### config.mk
export PLATFORM = sky130hd
export DESIGN_NAME = score_counter_bcd
export DESIGN_NICKNAME = d
export VERILOG_FILES = /design/src/rtl/score_counter_bcd_pkg.sv /design/src/rtl/score_counter_bcd_digit.sv /design/src/rtl/score_counter_bcd.sv
export SDC_FILE = /design/constraint.sdc
export NUM_CORES = 1
export LEC_CHECK = 0
export ABC_AREA = 1
export CAP_MARGIN = 15
export CORE_MARGIN = 4
export CORE_UTILIZATION = 54
export DETAILED_ROUTE_END_ITERATION = 8
export PLACE_DENSITY = 0.82
export SETUP_SLACK_MARGIN = 0.5
export SKIP_LAST_GASP = 1
export SYNTH_ARGS = -nofsm -noshare
export SYNTH_HDL_FRONTEND = slang
export SYNTH_SLANG_ARGS = --single-unit
### constraint.sdc
create_clock -name clock -period 6.2 [get_ports clock]
set_input_delay 0.62 -clock clock [delete_from_list [all_inputs] [get_ports clock]]
set_output_delay 0.62 -clock clock [all_outputs]
set_load 0.1 [all_outputs]
### src/rtl/score_counter_bcd_pkg.sv
// Shared types and seven-segment encoding for the BCD score counter.
// Segment codes are active-low, bit order gfedcba.
package score_pkg;

   typedef logic [3:0] bcd_t;

   localparam logic [6:0] SEG_0     = 7'b1000000;
   localparam logic [6:0] SEG_1     = 7'b1111001;
   localparam logic [6:0] SEG_2     = 7'b0100100;
   localparam logic [6:0] SEG_3     = 7'b0110000;
   localparam logic [6:0] SEG_4     = 7'b0011001;
   localparam logic [6:0] SEG_5     = 7'b0010010;
   localparam logic [6:0] SEG_6     = 7'b0000010;
   localparam logic [6:0] SEG_7     = 7'b1111000;
   localparam logic [6:0] SEG_8     = 7'b0000000;
   localparam logic [6:0] SEG_9     = 7'b0010000;
   localparam logic [6:0] SEG_BLANK = 7'b1111111;

   // Codes A-F never come out of the counter; show them as a dark digit.
   function automatic logic [6:0] bcd_to_seg(input bcd_t d);
      case (d)
         4'd0:    return SEG_0;
         4'd1:    return SEG_1;
         4'd2:    return SEG_2;
         4'd3:    return SEG_3;
         4'd4:    return SEG_4;
         4'd5:    return SEG_5;
         4'd6:    return SEG_6;
         4'd7:    return SEG_7;
         4'd8:    return SEG_8;
         4'd9:    return SEG_9;
         default: return SEG_BLANK;
      endcase
   endfunction

endpackage

### src/rtl/score_counter_bcd_digit.sv
// One decade of the score: counts 0..9 when enabled and all lower digits are 9.
module bcd_digit
   import score_pkg::*;
(
   input  logic       clock,
   input  logic       reset,
   input  logic       clear,
   input  logic       inc,
   input  logic       carry_in,
   output logic [3:0] digit,
   output logic       is_nine
);

   bcd_t digit_reg;
   bcd_t digit_next;

   always_comb begin
      digit_next = digit_reg;
      if (clear) begin
         digit_next = 4'd0;
      end else if (inc && carry_in) begin
         digit_next = (digit_reg == 4'd9) ? 4'd0 : digit_reg + 4'd1;
      end
   end

   always_ff @(posedge clock) begin
      if (reset) begin
         digit_reg <= 4'd0;
      end else begin
         digit_reg <= digit_next;
      end
   end

   assign digit   = digit_reg;
   assign is_nine = (digit_reg == 4'd9);

endmodule

### src/rtl/score_counter_bcd.sv
// Frog-game BCD score counter: divided sample tick, pass qualification, N-digit decimal score.
// Optional high-score register when SCORE_HISCORE_EN is defined.
module score_counter_bcd
   import score_pkg::*;
#(
   parameter int NUM_DIGITS = 3,
   parameter int TICK_DIV   = 128,
   parameter int OCC_W      = 8,
   parameter int WRAP       = 0
)(
   input  logic                    clock,
   input  logic                    reset,
   input  logic                    new_game,
   input  logic                    crash,
   input  logic [OCC_W-1:0]        occ,
   output logic [4*NUM_DIGITS-1:0] bcd,
   output logic [7*NUM_DIGITS-1:0] seg,
   output logic                    overflow
`ifdef SCORE_HISCORE_EN
   ,
   output logic [4*NUM_DIGITS-1:0] hi_bcd,
   output logic [7*NUM_DIGITS-1:0] hi_seg
`endif
);

   localparam int CNT_W = (TICK_DIV < 1) ? 1 : $clog2(TICK_DIV + 1);
   localparam logic [CNT_W-1:0] CNT_LAST = CNT_W'(TICK_DIV);
   localparam logic [CNT_W-1:0] CNT_ONE  = CNT_W'(1);
   localparam logic SATURATE = (WRAP == 0);

   logic [CNT_W-1:0] cnt_reg, cnt_next;
   logic             tick_reg, tick_next;
   logic             pass_reg, pass_next;
   logic             overflow_reg, overflow_next;

   logic [NUM_DIGITS-1:0] nine_vec;
   logic [NUM_DIGITS:0]   carry;
   logic                  all_nine;
   logic                  inc;

   always_comb begin
      cnt_next  = cnt_reg + CNT_ONE;
      tick_next = 1'b0;
      if (cnt_reg == CNT_LAST) begin
         cnt_next  = '0;
         tick_next = 1'b1;
      end
   end

   assign pass_next = tick_reg & (|occ) & ~crash;

   // A saturating counter must not advance at all-9s, so the enable itself is gated.
   assign all_nine = carry[NUM_DIGITS];
   assign inc      = pass_reg & ~(SATURATE & all_nine);

   always_comb begin
      overflow_next = overflow_reg;
      if (new_game) begin
         overflow_next = 1'b0;
      end else if (pass_reg && all_nine) begin
         overflow_next = 1'b1;
      end
   end

   always_ff @(posedge clock) begin
      if (reset) begin
         cnt_reg      <= '0;
         tick_reg     <= 1'b0;
         pass_reg     <= 1'b0;
         overflow_reg <= 1'b0;
      end else begin
         cnt_reg      <= cnt_next;
         tick_reg     <= tick_next;
         pass_reg     <= pass_next;
         overflow_reg <= overflow_next;
      end
   end

   assign carry[0] = 1'b1;

   generate
      for (genvar gi = 0; gi < NUM_DIGITS; gi++) begin : g_digit
         bcd_digit u_digit (
            .clock    (clock),
            .reset    (reset),
            .clear    (new_game),
            .inc      (inc),
            .carry_in (carry[gi]),
            .digit    (bcd[4*gi +: 4]),
            .is_nine  (nine_vec[gi])
         );
         assign carry[gi+1]     = carry[gi] & nine_vec[gi];
         assign seg[7*gi +: 7]  = bcd_to_seg(bcd[4*gi +: 4]);
      end
   endgenerate

   assign overflow = overflow_reg;

`ifdef SCORE_HISCORE_EN
   logic [4*NUM_DIGITS-1:0] hi_bcd_reg, hi_bcd_next;

   // Packed BCD orders the same as its decimal value, so a plain compare suffices.
   assign hi_bcd_next = (bcd > hi_bcd_reg) ? bcd : hi_bcd_reg;

   always_ff @(posedge clock) begin
      if (reset) begin
         hi_bcd_reg <= '0;
      end else begin
         hi_bcd_reg <= hi_bcd_next;
      end
   end

   assign hi_bcd = hi_bcd_reg;

   generate
      for (genvar gi = 0; gi < NUM_DIGITS; gi++) begin : g_hi_seg
         assign hi_seg[7*gi +: 7] = bcd_to_seg(hi_bcd_reg[4*gi +: 4]);
      end
   endgenerate
`endif

endmodule

==> reports/qor.yml <==
largest_register_ff_count: 21
gp_congestion: 0.808
cts_num_sinks: 44
wl_um: 4640
h-tree-depth: 2
ir_drop_uv: 102
postLayoutCellArea_um2: 3100
cts_tree: "yes"
finalNonFillerCells: 422
critPathLaunchType: "input port"
setup_violations: 0
drtIter0Drc: 135
grt_pass1_wl_um: 8220
maxCapViolCount: 0
synth_common_cells: "66 x nand2_1, 47 x inv_1, 44 x dfxtp_1"
die_h_um: 76.4
total_leakage_power_nw: 1.52
post-cts-setup-buffers: 0
synth-edff-count: 0
synth_area_leader_cell: "dfxtp_1"
cp_max_fo: 23
seq_area_frac_synth_pct: 34.9
path_clk_slew_ns: 0.08
numCtsBuffers: 5
fmax_mhz: 372
grt_usage_pct: 16.7
grt_pass1_vias: 1986
cts_resized: 0
syn_area_um2: 2530
worst_slew_pin_slew_ns: 0.975
slew_violations: 0
via_per_inst: 5.03
cts.path.max_buffers: 2
dr.pass1.iters: 5
port_buffers: 45
wl_per_cell_um: 11.0
worst_path_max_delay_cell: "clkdlybuf4s50_1"
dpl.cell_count: 414
netlist_instances: 321
path_cells: "clkdlybuf4s50_1, or2_1, inv_2, nand3_1, ha_1, inv_1, nand4_1, nand3_1, nand2_2"
cellPowerDensity_nw_per_um2: 155
async_flop_share_pct: 0
reg2reg_slack_ns: 3.89
num_antenna_cells: 0
end_kind: "flop"
ctsHoldBuffers: 0
synth_area_per_cell_um2: 7.87
synth_most_common_cell: "nand2_1"
maxSlewHeadroom_pct: 34.8
place_hpwl_um: 3640
antenna_found_initial: 0
core-area_um2: 4440
vias: 2123
period_needed_ns: 2.69
ys_seq_elements: 44
rsz0062_at_grt: "false"
syn_nets: 356
cts_root_buf: "clkbuf_8"
fin_setup_tns_ns: 0
cp.arrival_ns: 2.87
ys_top_cells_by_area: "dfxtp_1 35%, ha_1 11%, nand2_1 9.8%, nand3_1 7.5%, inv_1 7.0%"
fillCellCount: 346
run_status: "complete, no violations"
layout.nets: 404
cpMostUsedCell: "nand3_1"
yosysWarnings: 0
grt.overflow.total: 0
finalHoldViolations: 0
worstSetupPathType: "input port to flop"
io_pins: 46
drc_errors: 0
place_area_um2: 3010
synth_cell_types: 35
syn_to_final_growth_pct: 22.8
crit_required_ns: 6.39
cp_slowest_stage_delay_ns: 0.45
grt_start_max_net_pins: 24
antenna_left: 0
period_share_pct: 43.3
die-area_um2: 5840
hold_path_class: "flop to flop"
layout-drive-gt1-share_pct: 15.1
initial_core_util_pct: 56.8
clock_latency_ns: 0.29
rows: 24
netlist.area_leader.share_pct: 34.9
fin_skew_ns: 0.00521
power_mw: 0.481
synth_ff_type: "dfxtp_1"
fp.dieW_um: 76.4
[per-stage QoR]
| step | hold slack [ns] | setup slack [ns] | utilization, % |
|---|---|---|---|
| after CTS | 0.456 | 3.51 | 69.8 |
| final | 0.446 | 3.51 | 69.8 |
| after floorplan | 0.404 | 3.39 | - |
| after global placement | 0.426 | 3.31 | 67.8 |
| after detailed placement | 0.436 | 3.21 | 67.8 |
| after global routing | 0.465 | 3.34 | 69.8 |
[worst max-delay path, delay by kind of cell]
| family | cells | cell delay [ns] |
|---|---|---|
| adder cells (fa/ha/maj) | 1 | 0.35 |
| buffers and inverters | 3 | 0.95 |
| AND/OR/NAND/NOR | 5 | 0.94 |
[placed cells by master, fill, tap and decap left out]
master,count
nand2_1,66
inv_1,47
clkdlybuf4s50_1,45
dfxtp_1,44
nand3_1,38
ha_1,23
nor2_1,16
nand2_2,14
nand4_1,12
inv_2,8
clkbuf_8,6
nand3_4,5
a21oi_1,5
nand3_2,4
nand2_4,4
nor4_1,4
nor2_4,3
nor2_2,2
nor3_1,2
or2_2,2
o21ai_4,2
o21ai_0,2
a31oi_1,2
nor3b_1,2
clkbuf_1,2
or2_1,1
or2_4,1
a21oi_4,1
o21ai_1,1
o211ai_2,1
nand4_2,1
inv_4,1
nand2_8,1
clkinv_1,1
xor2_1,1
[power breakdown]
part / switching [mW] / internal, mW / leakage [nW]
logic: 0.00843 / 0.00865 / 1.12
clock network: 0.0879 / 0.0908 / 0.0455
registers: 0.00138 / 0.284 / 0.355
[final timing paths]
kind | start | end | cells after the start
setup / recovery | reset | seg[17]$_DFF_P_ | 9
setup reg to reg | g_digit[1].u_digit.digit[0]$_SDFFE_PP0N_ | seg[17]$_DFF_P_ | 11
hold / removal | tick_reg$_SDFF_PP0_ | pass_reg$_SDFF_PP0_ | 2
hold reg to reg | tick_reg$_SDFF_PP0_ | pass_reg$_SDFF_PP0_ | 2
[layer usage]
metal | wire (um) | vias up | track usage (%)
li1 | - | 1118 | -
met1 | 2070 | 939 | 19.2
met2 | 2250 | 58 | 30.3
met3 | 249 | 8 | 3.78
met4 | 63 | 0 | 5.43
met5 | 0 | - | 0
[logic make-up after synthesis]
kind of cell	after synthesis	synth area share, %
DFF	44	34.9
AOI/OAI and AO/OA	14	4.51
xor gates and xnor gates	1	0.347
buffers and inverters	61	9.71
adders and majority gates	23	11.4
and+or+nand+nor	178	39.2
[area by class of cell]
| cell class | instances | area [um2] | area share, % |
|---|---|---|---|
| Clock buffer | 8 | 90.1 | 2.90 |
| Inverter | 57 | 216 | 6.98 |
| Multi-Input combinational cell | 216 | 1400 | 45.1 |
| Sequential cell | 44 | 881 | 28.4 |
| Tap cell | 52 | 65.1 | 2.10 |
| Timing Repair Buffer | 45 | 450 | 14.5 |
Power figures use the tool's default switching activity.
